[config.mk]
export PLATFORM = sky130hd
export DESIGN_NAME = pipeline_hazard_controller
export DESIGN_NICKNAME = d
export VERILOG_FILES = /design/src/rtl/mips_ctrl_pkg.sv /design/src/rtl/load_use_detect.sv /design/src/rtl/pipeline_hazard_controller.sv
export SDC_FILE = /design/constraint.sdc
export NUM_CORES = 1
export LEC_CHECK = 0
export BUFFER_PORTS_ARGS = -buffer_cell sky130_fd_sc_hd__buf_2
export CAP_MARGIN = 20
export CELL_PAD_IN_SITES_DETAIL_PLACEMENT = 1
export CELL_PAD_IN_SITES_GLOBAL_PLACEMENT = 2
export CORE_UTILIZATION = 28
export DETAILED_ROUTE_END_ITERATION = 6
export PLACE_DENSITY_LB_ADDON = 0.3
export SYNTH_ARGS = -nofsm -noshare
export SYNTH_HDL_FRONTEND = slang
export SYNTH_SLANG_ARGS = --single-unit
[constraint.sdc]
create_clock -name clk -period 2.3 [get_ports clk]
set_clock_uncertainty 0.05 [all_clocks]
set_input_delay 0.345 -clock clk [delete_from_list [all_inputs] [get_ports clk]]
set_output_delay 0.345 -clock clk [all_outputs]
set_load 0.01 [all_outputs]
[src/rtl/mips_ctrl_pkg.sv]
// rtl/mips_ctrl_pkg.sv - shared types and constants for the MIPS pipeline hazard controller
package mips_ctrl_pkg;

   // Sequencing states of the hazard controller
   typedef enum logic [1:0] {
      ST_RUN      = 2'd0,
      ST_MEM_WAIT = 2'd1,
      ST_DRAIN    = 2'd2,
      ST_HALTED   = 2'd3
   } ctrl_state_t;

   // $zero never carries a real dependency
   localparam logic [4:0] REG_ZERO = 5'd0;

   localparam int DEF_MEM_TIMEOUT  = 15;
   localparam int DEF_DRAIN_CYCLES = 4;

endpackage

[src/rtl/load_use_detect.sv]
// rtl/load_use_detect.sv - combinational load-use hazard comparator
module load_use_detect
   import mips_ctrl_pkg::*;
(
   input  logic [4:0] id_rs,
   input  logic [4:0] id_rt,
   input  logic       id_uses_rt,
   input  logic       ex_mem_read,
   input  logic [4:0] ex_rt,
   output logic       hazard
);

   logic rs_match;
   logic rt_match;

   // A load into a register the ID instruction reads cannot be forwarded in time
   always_comb begin
      rs_match = (ex_rt == id_rs);
      rt_match = id_uses_rt && (ex_rt == id_rt);
      hazard   = ex_mem_read && (ex_rt != REG_ZERO) && (rs_match || rt_match);
   end

endmodule

[src/rtl/pipeline_hazard_controller.sv]
// rtl/pipeline_hazard_controller.sv - PC/pipeline-register sequencing and hazard resolution
module pipeline_hazard_controller
   import mips_ctrl_pkg::*;
#(
   parameter int MEM_TIMEOUT  = DEF_MEM_TIMEOUT,
   parameter int DRAIN_CYCLES = DEF_DRAIN_CYCLES,
   parameter int CNT_W        = 16
)(
   input  logic             clk,
   input  logic             reset,
   input  logic [4:0]       id_rs,
   input  logic [4:0]       id_rt,
   input  logic             id_uses_rt,
   input  logic             ex_mem_read,
   input  logic [4:0]       ex_rt,
   input  logic             mem_branch_taken,
   input  logic             id_jump,
   input  logic             id_halt,
   input  logic             mem_access,
   input  logic             dmem_ready,
   output logic             pc_write,
   output logic             if_id_write,
   output logic             if_id_flush,
   output logic             id_ex_flush,
   output logic             ex_mem_flush,
   output logic             pipe_hold,
   output logic             halted,
   output logic             mem_timeout,
   output logic [CNT_W-1:0] stall_count,
   output logic [CNT_W-1:0] flush_count
);

   localparam int WAIT_W  = $clog2(MEM_TIMEOUT + 1);
   localparam int DRAIN_W = (DRAIN_CYCLES > 1) ? $clog2(DRAIN_CYCLES) : 1;
   localparam logic [CNT_W-1:0] CNT_MAX = {CNT_W{1'b1}};

   ctrl_state_t        state;
   ctrl_state_t        nxt_state;
   logic [WAIT_W-1:0]  wait_cnt;
   logic [WAIT_W-1:0]  wait_inc;
   logic [WAIT_W-1:0]  wait_d;
   logic [DRAIN_W-1:0] drain_cnt;
   logic [DRAIN_W-1:0] drain_d;
   logic               load_use;
   logic               mem_stall;
   logic               freeze;
   logic               stall_inc;
   logic               flush_inc;
   logic               set_timeout;

   load_use_detect u_load_use (
      .id_rs       (id_rs),
      .id_rt       (id_rt),
      .id_uses_rt  (id_uses_rt),
      .ex_mem_read (ex_mem_read),
      .ex_rt       (ex_rt),
      .hazard      (load_use)
   );

   // Control outputs and next-state decision from current state and inputs
   always_comb begin
      nxt_state    = state;
      pc_write     = 1'b1;
      if_id_write  = 1'b1;
      if_id_flush  = 1'b0;
      id_ex_flush  = 1'b0;
      ex_mem_flush = 1'b0;
      pipe_hold    = 1'b0;
      halted       = 1'b0;
      freeze       = 1'b0;
      stall_inc    = 1'b0;
      flush_inc    = 1'b0;
      set_timeout  = 1'b0;
      drain_d      = drain_cnt;
      wait_inc     = wait_cnt + WAIT_W'(1);
      // once a wait is in progress, only dmem_ready can end it
      mem_stall    = !dmem_ready && (mem_access || (wait_cnt != '0));

      case (state)
         ST_RUN, ST_MEM_WAIT: begin
            nxt_state = ST_RUN;
            if (mem_stall) begin
               freeze    = 1'b1;
               nxt_state = ST_MEM_WAIT;
            end else if (mem_branch_taken) begin
               if_id_flush  = 1'b1;
               id_ex_flush  = 1'b1;
               ex_mem_flush = 1'b1;
               flush_inc    = 1'b1;
            end else if (id_halt) begin
               pc_write    = 1'b0;
               if_id_flush = 1'b1;
               id_ex_flush = 1'b1;
               nxt_state   = ST_DRAIN;
               drain_d     = '0;
            end else if (load_use) begin
               pc_write    = 1'b0;
               if_id_write = 1'b0;
               id_ex_flush = 1'b1;
               stall_inc   = 1'b1;
            end else if (id_jump) begin
               if_id_flush = 1'b1;
            end
         end
         ST_DRAIN: begin
            pc_write    = 1'b0;
            if_id_flush = 1'b1;
            if (mem_stall) begin
               freeze = 1'b1;
            end else if (mem_branch_taken) begin
               // halt was fetched down the wrong path
               pc_write     = 1'b1;
               id_ex_flush  = 1'b1;
               ex_mem_flush = 1'b1;
               flush_inc    = 1'b1;
               nxt_state    = ST_RUN;
            end else if (drain_cnt == DRAIN_W'(DRAIN_CYCLES - 1)) begin
               nxt_state = ST_HALTED;
            end else begin
               drain_d = drain_cnt + DRAIN_W'(1);
            end
         end
         ST_HALTED: begin
            pc_write    = 1'b0;
            if_id_write = 1'b0;
            pipe_hold   = 1'b1;
            halted      = 1'b1;
         end
         default: nxt_state = ST_RUN;
      endcase

      if (freeze) begin
         pc_write     = 1'b0;
         if_id_write  = 1'b0;
         if_id_flush  = 1'b0;
         id_ex_flush  = 1'b0;
         ex_mem_flush = 1'b0;
         pipe_hold    = 1'b1;
         stall_inc    = 1'b1;
         if (wait_inc == WAIT_W'(MEM_TIMEOUT)) begin
            set_timeout = 1'b1;
            nxt_state   = ST_HALTED;
         end
      end
      wait_d = freeze ? wait_inc : '0;

      // reset forces bubbles everywhere without waiting for a clock edge
      if (reset) begin
         pc_write     = 1'b0;
         if_id_write  = 1'b0;
         if_id_flush  = 1'b1;
         id_ex_flush  = 1'b1;
         ex_mem_flush = 1'b1;
         pipe_hold    = 1'b0;
         halted       = 1'b0;
      end
   end

   // State, wait/drain counters, saturating perf counters and sticky timeout
   always_ff @(posedge clk or posedge reset) begin
      if (reset) begin
         state       <= ST_RUN;
         wait_cnt    <= '0;
         drain_cnt   <= '0;
         stall_count <= '0;
         flush_count <= '0;
         mem_timeout <= 1'b0;
      end else begin
         state     <= nxt_state;
         wait_cnt  <= wait_d;
         drain_cnt <= drain_d;
         if (stall_inc && (stall_count != CNT_MAX)) begin
            stall_count <= stall_count + CNT_W'(1);
         end
         if (flush_inc && (flush_count != CNT_MAX)) begin
            flush_count <= flush_count + CNT_W'(1);
         end
         if (set_timeout) begin
            mem_timeout <= 1'b1;
         end
      end
   end

endmodule

* Yosys cells after proc, flatten, opt, wreduce, memory -nomap -nowiden *
Index checks and enable logic that the tools add are counted.

operators by class
  reductions and logical operators = 16
  muxes and demuxes = 63
  add/subtract/negate cells = 4
  eq/ne operators = 15

operators by type and width
  cell                     number
  $mux W1                  42
  $add A16 B1 Y16 const B  2
  $ne A16 B16 Y1 const B   2
  $mux W2                  14
  $ne A2 B2 Y1 const B     6
  $eq A5 B5 Y1             2
  $pmux W2 S2              2
  $reduce_and A7 Y1        1
  $eq A2 B2 Y1 const B     3
  $logic_and A1 B1 Y1      6
  $pmux W1 S2              3
  $reduce_bool A5 Y1       1
  $add A4 B1 Y4 const B    1
  $eq A4 B4 Y1 const B     1
  $mux W4                  1
  $reduce_bool A4 Y1       1
  $pmux W1 S3              1
  $reduce_or A3 Y1         1
  $add A2 B1 Y2 const B    1
  $eq A2 B1 Y1 const B     1
  $logic_not A2 Y1         1
  $logic_or A1 B1 Y1       2
  $reduce_bool A2 Y1       1
  $reduce_or A2 Y1         1
  $logic_not A1 Y1         1

word-level totals
  register bits after elaboration = 41
  bits of input ports = 24
  word-level logic and storage cells = 104
  output and inout bits = 40

* Logic depth before layout (Yosys ltp) *
Gate-level depths: netlist (run 1).

  depth after elaboration = 11
  gate-level depth with buffers = 9
  mapped depth without buffers = 8

* By module *
From an unflattened synthesis (run 1), not the netlist that was laid out.

second synthesis, totals
  cells, all modules = 230
  area, all modules = 2433.6 um^2

modules (own cells, without submodules)
  module                      sequential area each (um^2)  area an instance (um^2)  cells each  times used
  pipeline_hazard_controller  1026.0                       2301.0                   213         1
  load_use_detect             0.0                          132.6                    17          1

* Worst setup path before layout (run 1) *
No wires, ideal clock.

  kind = flip-flop to flip-flop
  start = register wait_cnt[0]
  end = register stall_count[15]
  path buffers = 1
  period minus slack after synthesis = 2113 ps
  library setup time = 125 ps
  path slack = 187 ps
  required time = 2125 ps
  arrival time = 1937 ps
  stages on the path, launching flop included = 10
  cells stage by stage = dfrtp_1 -> inv_1 -> ha_1 -> or4b_4 -> nand2_4 -> o2111ai_2 -> o21ai_4 -> buf_6 -> nand4b_2 -> xnor2_1

on the way
  word-level cells in the longest chain between the ends = 7
  elaborated cells on any way between the ends = 9
  those cells by class = mux (5); reduce/logical (4)

RTL lines
  item                               RTL line                                                             text
  start, declared                    pipeline_hazard_controller.sv:39                                     logic [WAIT_W-1:0] wait_cnt;
  start signal, assigned             pipeline_hazard_controller.sv:170                                    wait_cnt <= wait_d;
  $reduce_bool A4 Y1 *               pipeline_hazard_controller.sv:77                                     mem_stall = !dmem_ready && (mem_access || (wait_cnt != '0));
  $logic_or A1 B1 Y1 *               pipeline_hazard_controller.sv:77
  $logic_and A1 B1 Y1 *              pipeline_hazard_controller.sv:77
  $mux W1, on equally long branches  pipeline_hazard_controller.sv:82, pipeline_hazard_controller.sv:108
  $mux W1, on equally long branches  -
  $mux W1 *                          pipeline_hazard_controller.sv:132                                    if (freeze) begin
  $logic_and A1 B1 Y1 *              pipeline_hazard_controller.sv:172                                    if (stall_inc && (stall_count != CNT_MAX)) begin
  end signal, assigned               pipeline_hazard_controller.sv:173                                    stall_count <= stall_count + CNT_W'(1);
  end, declared                      pipeline_hazard_controller.sv:29                                     output logic [CNT_W-1:0] stall_count,

Mark *: on every way between the ends. The rest lies on a longest branch, timed or not.
A chain may end at the register's enable or synchronous reset.

* Worst setup path after layout (run 1) *
  start = register wait_cnt[0]
  end = output id_ex_flush

on the way
  word-level cells in the longest chain between the ends = 7
  elaborated cells on any way between the ends = 10
  those cells by class = mux (7); reduce/logical (3)

RTL lines
  item                                    RTL line                                                             text
  $reduce_bool A4 Y1 *                    pipeline_hazard_controller.sv:77
  $logic_or A1 B1 Y1 *                    pipeline_hazard_controller.sv:77
  $logic_and A1 B1 Y1 *                   pipeline_hazard_controller.sv:77
  $mux W1, on equally long branches       pipeline_hazard_controller.sv:108, pipeline_hazard_controller.sv:82
  $pmux W1 S2 or $mux W1 (tied branches)  -
  $mux W1 *                               pipeline_hazard_controller.sv:132
  $mux W1 *                               pipeline_hazard_controller.sv:148                                    if (reset) begin
  end, declared                           pipeline_hazard_controller.sv:24                                     output logic id_ex_flush,

Marks and branches as above.

==> results.sh, run 1 <==
export IMPL_num_vias=1901
export IMPL_fmax_mhz=433
export IMPL_place_ws_ns=0.00253
export IMPL_p_leak_nw=1.46
export IMPL_final_nets=334
export IMPL_cts_buffers=5
export IMPL_ys_types=45
export IMPL_tightest_slew_ns=0.430
export IMPL_coreArea_mm2=0.00773
export IMPL_drive_gt1_frac=0.365
export IMPL_mostFrequentLayoutCell="buf_2"
export IMPL_synth_edf_count=0
export IMPL_post_dp_hpwl_um=4030
export IMPL_drcViolationCount=0
export IMPL_most_common_layout_cells="buf_2, dfrtp_1, xnor2_1"
export IMPL_gp_congestion=0.704
export IMPL_drt_iter0_drc=47
export IMPL_crit_fanout=4
export IMPL_clock_path_buffers=2
export IMPL_cts_tree="built"
export IMPL_yosys_warnings=0
export IMPL_dp_cells=391
export IMPL_violations="setup timing"
export IMPL_worstPathArrival_ns=1.91
export IMPL_io_buffers=63
export IMPL_synth_async_sr_flop_share=1.00
export IMPL_clkTransAtPathRegs_ns=0.08
export IMPL_syn_num_nets=247
export IMPL_finalWorstSetupSlack_ns=-0.00865
export IMPL_finalCriticalPeriod_ns=2.31
export IMPL_boundaryPins=64
export IMPL_vias_per_cell=4.68
export IMPL_grt_setup_unrepaired="true"
export IMPL_finalWirelength_um=5350
export IMPL_clock_tree_root_cell="clkbuf_8"
export IMPL_grt_pass1_vias=1862
export IMPL_cts_sinks=41
export IMPL_syn_area_mm2=0.00223
export IMPL_die_h_um=91.3
export IMPL_period_share=1.00
export IMPL_ys_seq_area_frac=0.460
export IMPL_diodes=0
export IMPL_firstDrtPassIters=4
export IMPL_dpl_cell_area_mm2=0.00276
export IMPL_overflow=0
export IMPL_insertion_delay_ns=0.29
export IMPL_finalSetupViolCount=2
export IMPL_fillCellCount=912
export IMPL_ant_nets=0
export IMPL_syn_to_final_growth_pct=31.7
export IMPL_cp_start_kind="flip-flop"
export IMPL_status="complete, but fails checks"
export IMPL_end_kind="primary output"
export IMPL_synth_avg_cell_area_um2=10.3
export IMPL_cap_violations=0
export IMPL_ys_flop_type="dfrtp_1"
export IMPL_max_slew_margin=0.713
export IMPL_cts_htree_levels=2
export IMPL_antenna_found_initial=0
export IMPL_dieArea_mm2=0.00833
export IMPL_die_width_um=91.3
export IMPL_synthCells=217
export IMPL_avgRoutedWirePerCell_um=13.2
export IMPL_fin_tns_setup_ns=-0.0128
export IMPL_start_util=0.289
export IMPL_finalMaxSlewViolations=0
export IMPL_critPathKind="reg -> out"
export IMPL_stdcell_area_mm2=0.00294
export IMPL_row_count=32
export IMPL_hold_path_class="in -> async"
export IMPL_grt_use_total=0.139
export IMPL_ys_seq_elements=41
export IMPL_grt_max_degree=34
export IMPL_p_per_area_mw_per_mm2=726
export IMPL_stdcell_count=406
export IMPL_peakVddDrop_mv=0.375
export IMPL_hold_viol=0
export IMPL_grt_pass1_wl_um=9230
export IMPL_required_ns=1.90
export IMPL_worst_r2r_cell_count=9
export IMPL_p_total_w=0.00213
-- registers in the layout, summed over array words and instances, names as in the netlist --
| signal | flops |
|---|---|
| drain_cnt | 2 |
| flush_count | 16 |
| mem_timeout | 1 |
| stall_count | 16 |
| state | 2 |
| wait_cnt | 4 |
-- repair_timing --
| item | CTS | global route |
|---|---|---|
| endpoints found under the hold margin | 8 | 0 |
| hold buffers | 1 | 0 |
| setup buffers | 6 | 1 |
| endpoints found under the setup margin | 5 | 21 |
| gates resized for setup | 8 | 3 |
| pin swaps | 2 | 2 |
-- worst paths after layout --
kind | start | end | slack (ns)
setup / recovery | wait_cnt[0] | id_ex_flush | -0.009
hold / removal | reset | stall_count[12] | 0.24
setup reg to reg | wait_cnt[0] | stall_count[1] | 0
hold reg to reg | mem_timeout | mem_timeout | 0.43
max in group asynchronous | reset | stall_count[5] | 1.25
min in group clk | mem_branch_taken | drain_cnt[1] | 0.39
-- cells in the mapped netlist (2+ instances only) --
master,instances,area [um^2]
dfrtp_1,41,1030
xnor2_1,23,201
nand2_1,17,63.8
xor2_1,16,140
nor2_1,13,48.8
nand3_1,12,60.1
nand4_1,12,75.1
and3_1,8,50.1
o21ai_0,8,40.0
inv_1,7,26.3
and2_1,6,37.5
ha_1,6,75.1
a21oi_1,4,20.0
nor3_1,4,20.0
nor4_1,3,18.8
or2_2,3,18.8
a21o_1,2,15.0
a31oi_1,2,12.5
and4_1,2,17.5
clkbuf_1,2,7.51
mux2_2,2,22.5
-- logic make-up after synthesis --
logic type	Yosys count	share of synthesized area
simple gates	90	0.226
flops	41	0.460
xor+xnor	39	0.153
compound gates	28	0.0925
buf+inv	10	0.0202
fa+ha+maj	6	0.0337
mux	3	0.0146
-- critical path: stages (launching register included) --
cell and delay, ns:
dfrtp_1 0.40, inv_2 0.06, ha_1 0.13, or4b_4 0.50, nand2_4 0.10, buf_6 0.09, nor2_1 0.03, a31oi_1 0.15
buf_2 0.15
-- power by group --
group / total, W / switching (W) / internal (W)
sequential: 0.00101 / 0.000161 / 0.000844
combinational: 0.000638 / 0.000325 / 0.000313
clock: 0.000488 / 0.000251 / 0.000238
-- area by class of cell --
class                      instances  area, um^2  area share
clock buffer                       6        82.6      0.0281
clock inverter                     1        7.51     0.00256
inverter                           7        26.3     0.00894
multi-input combinational        166        1180       0.403
sequential                        41        1030       0.349
tap                              102         128      0.0434
timing repair buffer              83         484       0.165
-- stage by stage --
step                hold slack, ns   util
finish                       0.239  0.380
global route                 0.294  0.380
CTS                          0.248  0.378
detailed placement           0.315  0.357
global placement             0.318  0.357
floorplan                    0.400      -
-- per-layer routing --
layer | vias to the layer above | part of all wire | routed length, um | global-route usage
li1 | 936 | - | - | -
met1 | 910 | 0.48 | 2570 | 0.187
met2 | 49 | 0.45 | 2420 | 0.216
met3 | 6 | 0.053 | 283 | 0.0335
met4 | 0 | 0.013 | 71 | 0.0476
met5 | - | 0 | 0 | 0
Power figures use the tool's default switching activity.
==> run 2, diff against run 1 <==
Settings changed: CELL_PAD_IN_SITES_DETAIL_PLACEMENT 1 to default, CELL_PAD_IN_SITES_GLOBAL_PLACEMENT 2 to default, CORE_UTILIZATION 28 to 47, MAX_ROUTING_LAYER from default to met4.
==> run 2 against run 1 <==
  * The run now ends clean
  * Core utilization increased by 27 points
  * Sequential power is essentially flat
  * Maximum frequency rose by 0.98%
  * Clock power shrank 4%
  * Critical path type unchanged
  * Highest routed layer unchanged
==> results.sh, run 2 (synthesis gave the netlist of run 1 again) <==
export IMPL_r2r_start="wait_cnt[0]"
export IMPL_hold_viol=0
export IMPL_boundaryPins=64
export IMPL_seq_power_share=0.475
export IMPL_gp_congestion=0.784
export IMPL_vias_per_cell=5.43
export IMPL_p_leak_nw=1.46
export IMPL_io_buffers=63
export IMPL_cap_violations=0
export IMPL_cp_start_kind="flip-flop"
export IMPL_grt_use_total=0.212
export IMPL_coreArea_mm2=0.00444
export IMPL_crit_fanout=4
export IMPL_max_slew_margin=0.664
export IMPL_switching_share=0.353
export IMPL_mostFrequentLayoutCell="buf_2"
export IMPL_fmax_mhz=437
export IMPL_clock_tree_root_cell="clkbuf_8"
export IMPL_cts_buffers=5
export IMPL_r2r_slack_ns=0.02
export IMPL_dieArea_mm2=0.00503
export IMPL_required_ns=1.90
export IMPL_end_kind="primary output"
export IMPL_syn_to_final_growth_pct=29.8
export IMPL_finalWirelength_um=4860
export IMPL_overflow=0
export IMPL_switchingPower_w=0.000749
export IMPL_stdcell_count=354
export IMPL_grt_setup_unrepaired="true"
export IMPL_worst_r2r_cell_count=9
export IMPL_peakVddDrop_mv=0.562
export IMPL_grt_max_degree=33
export IMPL_die_h_um=70.9
export IMPL_status="finished clean"
export IMPL_clock_path_buffers=2
export IMPL_final_nets=331
export IMPL_post_dp_hpwl_um=3390
export IMPL_most_common_layout_cells="buf_2, dfrtp_1, xnor2_1"
export IMPL_drcViolationCount=0
export IMPL_drive_gt1_frac=0.381
export IMPL_die_width_um=70.9
export IMPL_dp_cells=339
export IMPL_finalMaxSlewViolations=0
export IMPL_start_util=0.502
export IMPL_hold_path_class="in -> async"
export IMPL_drt_iter0_drc=127
export IMPL_r2r_end="stall_count[1]"
export IMPL_finalSetupViolCount=0
export IMPL_pwr_share_comb=0.303
export IMPL_insertion_delay_ns=0.29
export IMPL_critPathKind="reg -> out"
export IMPL_cts_hold_buffers=0
export IMPL_grt_pass1_wl_um=8140
export IMPL_avgRoutedWirePerCell_um=13.7
export IMPL_row_count=24
export IMPL_p_per_area_mw_per_mm2=733
export IMPL_holdWs_ns=0.0718
export IMPL_period_share=0.994
export IMPL_ant_nets=0
export IMPL_firstDrtPassIters=6
export IMPL_p_int_w=0.00137
export IMPL_antenna_found_initial=0
export IMPL_finalCriticalPeriod_ns=2.29
export IMPL_cts_sinks=41
export IMPL_largestRegisters="flush_count x16, stall_count x16, wait_cnt x4"
export IMPL_clockPowerShare=0.221
export IMPL_tightest_slew_ns=0.504
export IMPL_diodes=0
export IMPL_cts_tree="built"
export IMPL_worstPathArrival_ns=1.89
export IMPL_cts_htree_levels=2
export IMPL_p_total_w=0.00212
export IMPL_critPathLaunch="wait_cnt[0]"
export IMPL_grt_pass1_vias=1841
export IMPL_num_vias=1921
export IMPL_clkTransAtPathRegs_ns=0.09
==> run 2: critical path, cell delays in order (launching register included) <==
cell     delay, ns
dfrtp_1       0.39
inv_2         0.08
ha_4          0.11
or4b_4        0.50
nand2_4       0.12
nand2_4       0.06
a21o_1        0.15
nand2_1       0.06
buf_2         0.13
==> run 2: area by class of cell <==
class	instances	area, um^2
clock buffer	5	68.8
clock inverter	3	22.5
fill	354	1550
inverter	7	26.3
multi-input combinational	166	1230
sequential	41	1030
tap	52	65.1
timing repair buffer	80	455
==> run 2: repair_timing <==
| item | CTS | global route |
|---|---|---|
| buffers inserted | 6 | 1 |
| gates resized for setup | 11 | 7 |
| pin swaps | 3 | 2 |
| endpoints found under the setup margin | 4 | 23 |
==> run 2: stage by stage <==
| step | setup TNS (ns) | instance area [um^2] | worst slack, ns | utilization |
|---|---|---|---|---|
| after floorplan | 0 | 2230 | 0.187 | - |
| after global placement | 0 | 2680 | 0.0606 | 0.603 |
| after detailed placement | 0 | 2680 | 0.0404 | 0.603 |
| after CTS | 0 | 2850 | 0.00593 | 0.642 |
| after global routing | -0.647 | 2900 | -0.115 | 0.651 |
| final | 0 | 2900 | 0.0138 | 0.651 |
==> run 2: power by group through the flow <==
stage | Clock (W) | Sequential (W) | Combinational [W]
final | 0.000470 | 0.00101 | 0.000644
after floorplan | 0 | 0.00104 | 0.000327
after CTS | 0.000488 | 0.00100 | 0.000635
after global routing | 0.000518 | 0.00103 | 0.000711
after detailed placement | 0 | 0.00101 | 0.000596
after global placement | 0 | 0.00101 | 0.000580
==> run 2: worst max-delay path by stage <==
stage	endpoint	cells past startpoint	slack, ns
after floorplan	pc_write	5	0.19
after global placement	pc_write	7	0.06
after detailed placement	pc_write	7	0.04
after CTS	if_id_flush	8	0.006
after global routing	flush_count[15]	8	-0.12
final	if_id_flush	8	0.01
==> run 2: metal layers <==
layer	GRT usage	share of wire	wire length, um	up-vias
li1	-	-	-	937
met1	0.252	0.42	2050	912
met2	0.346	0.50	2450	59
met3	0.0541	0.055	268	13
met4	0.0844	0.019	94	0
met5	-	0	0	-
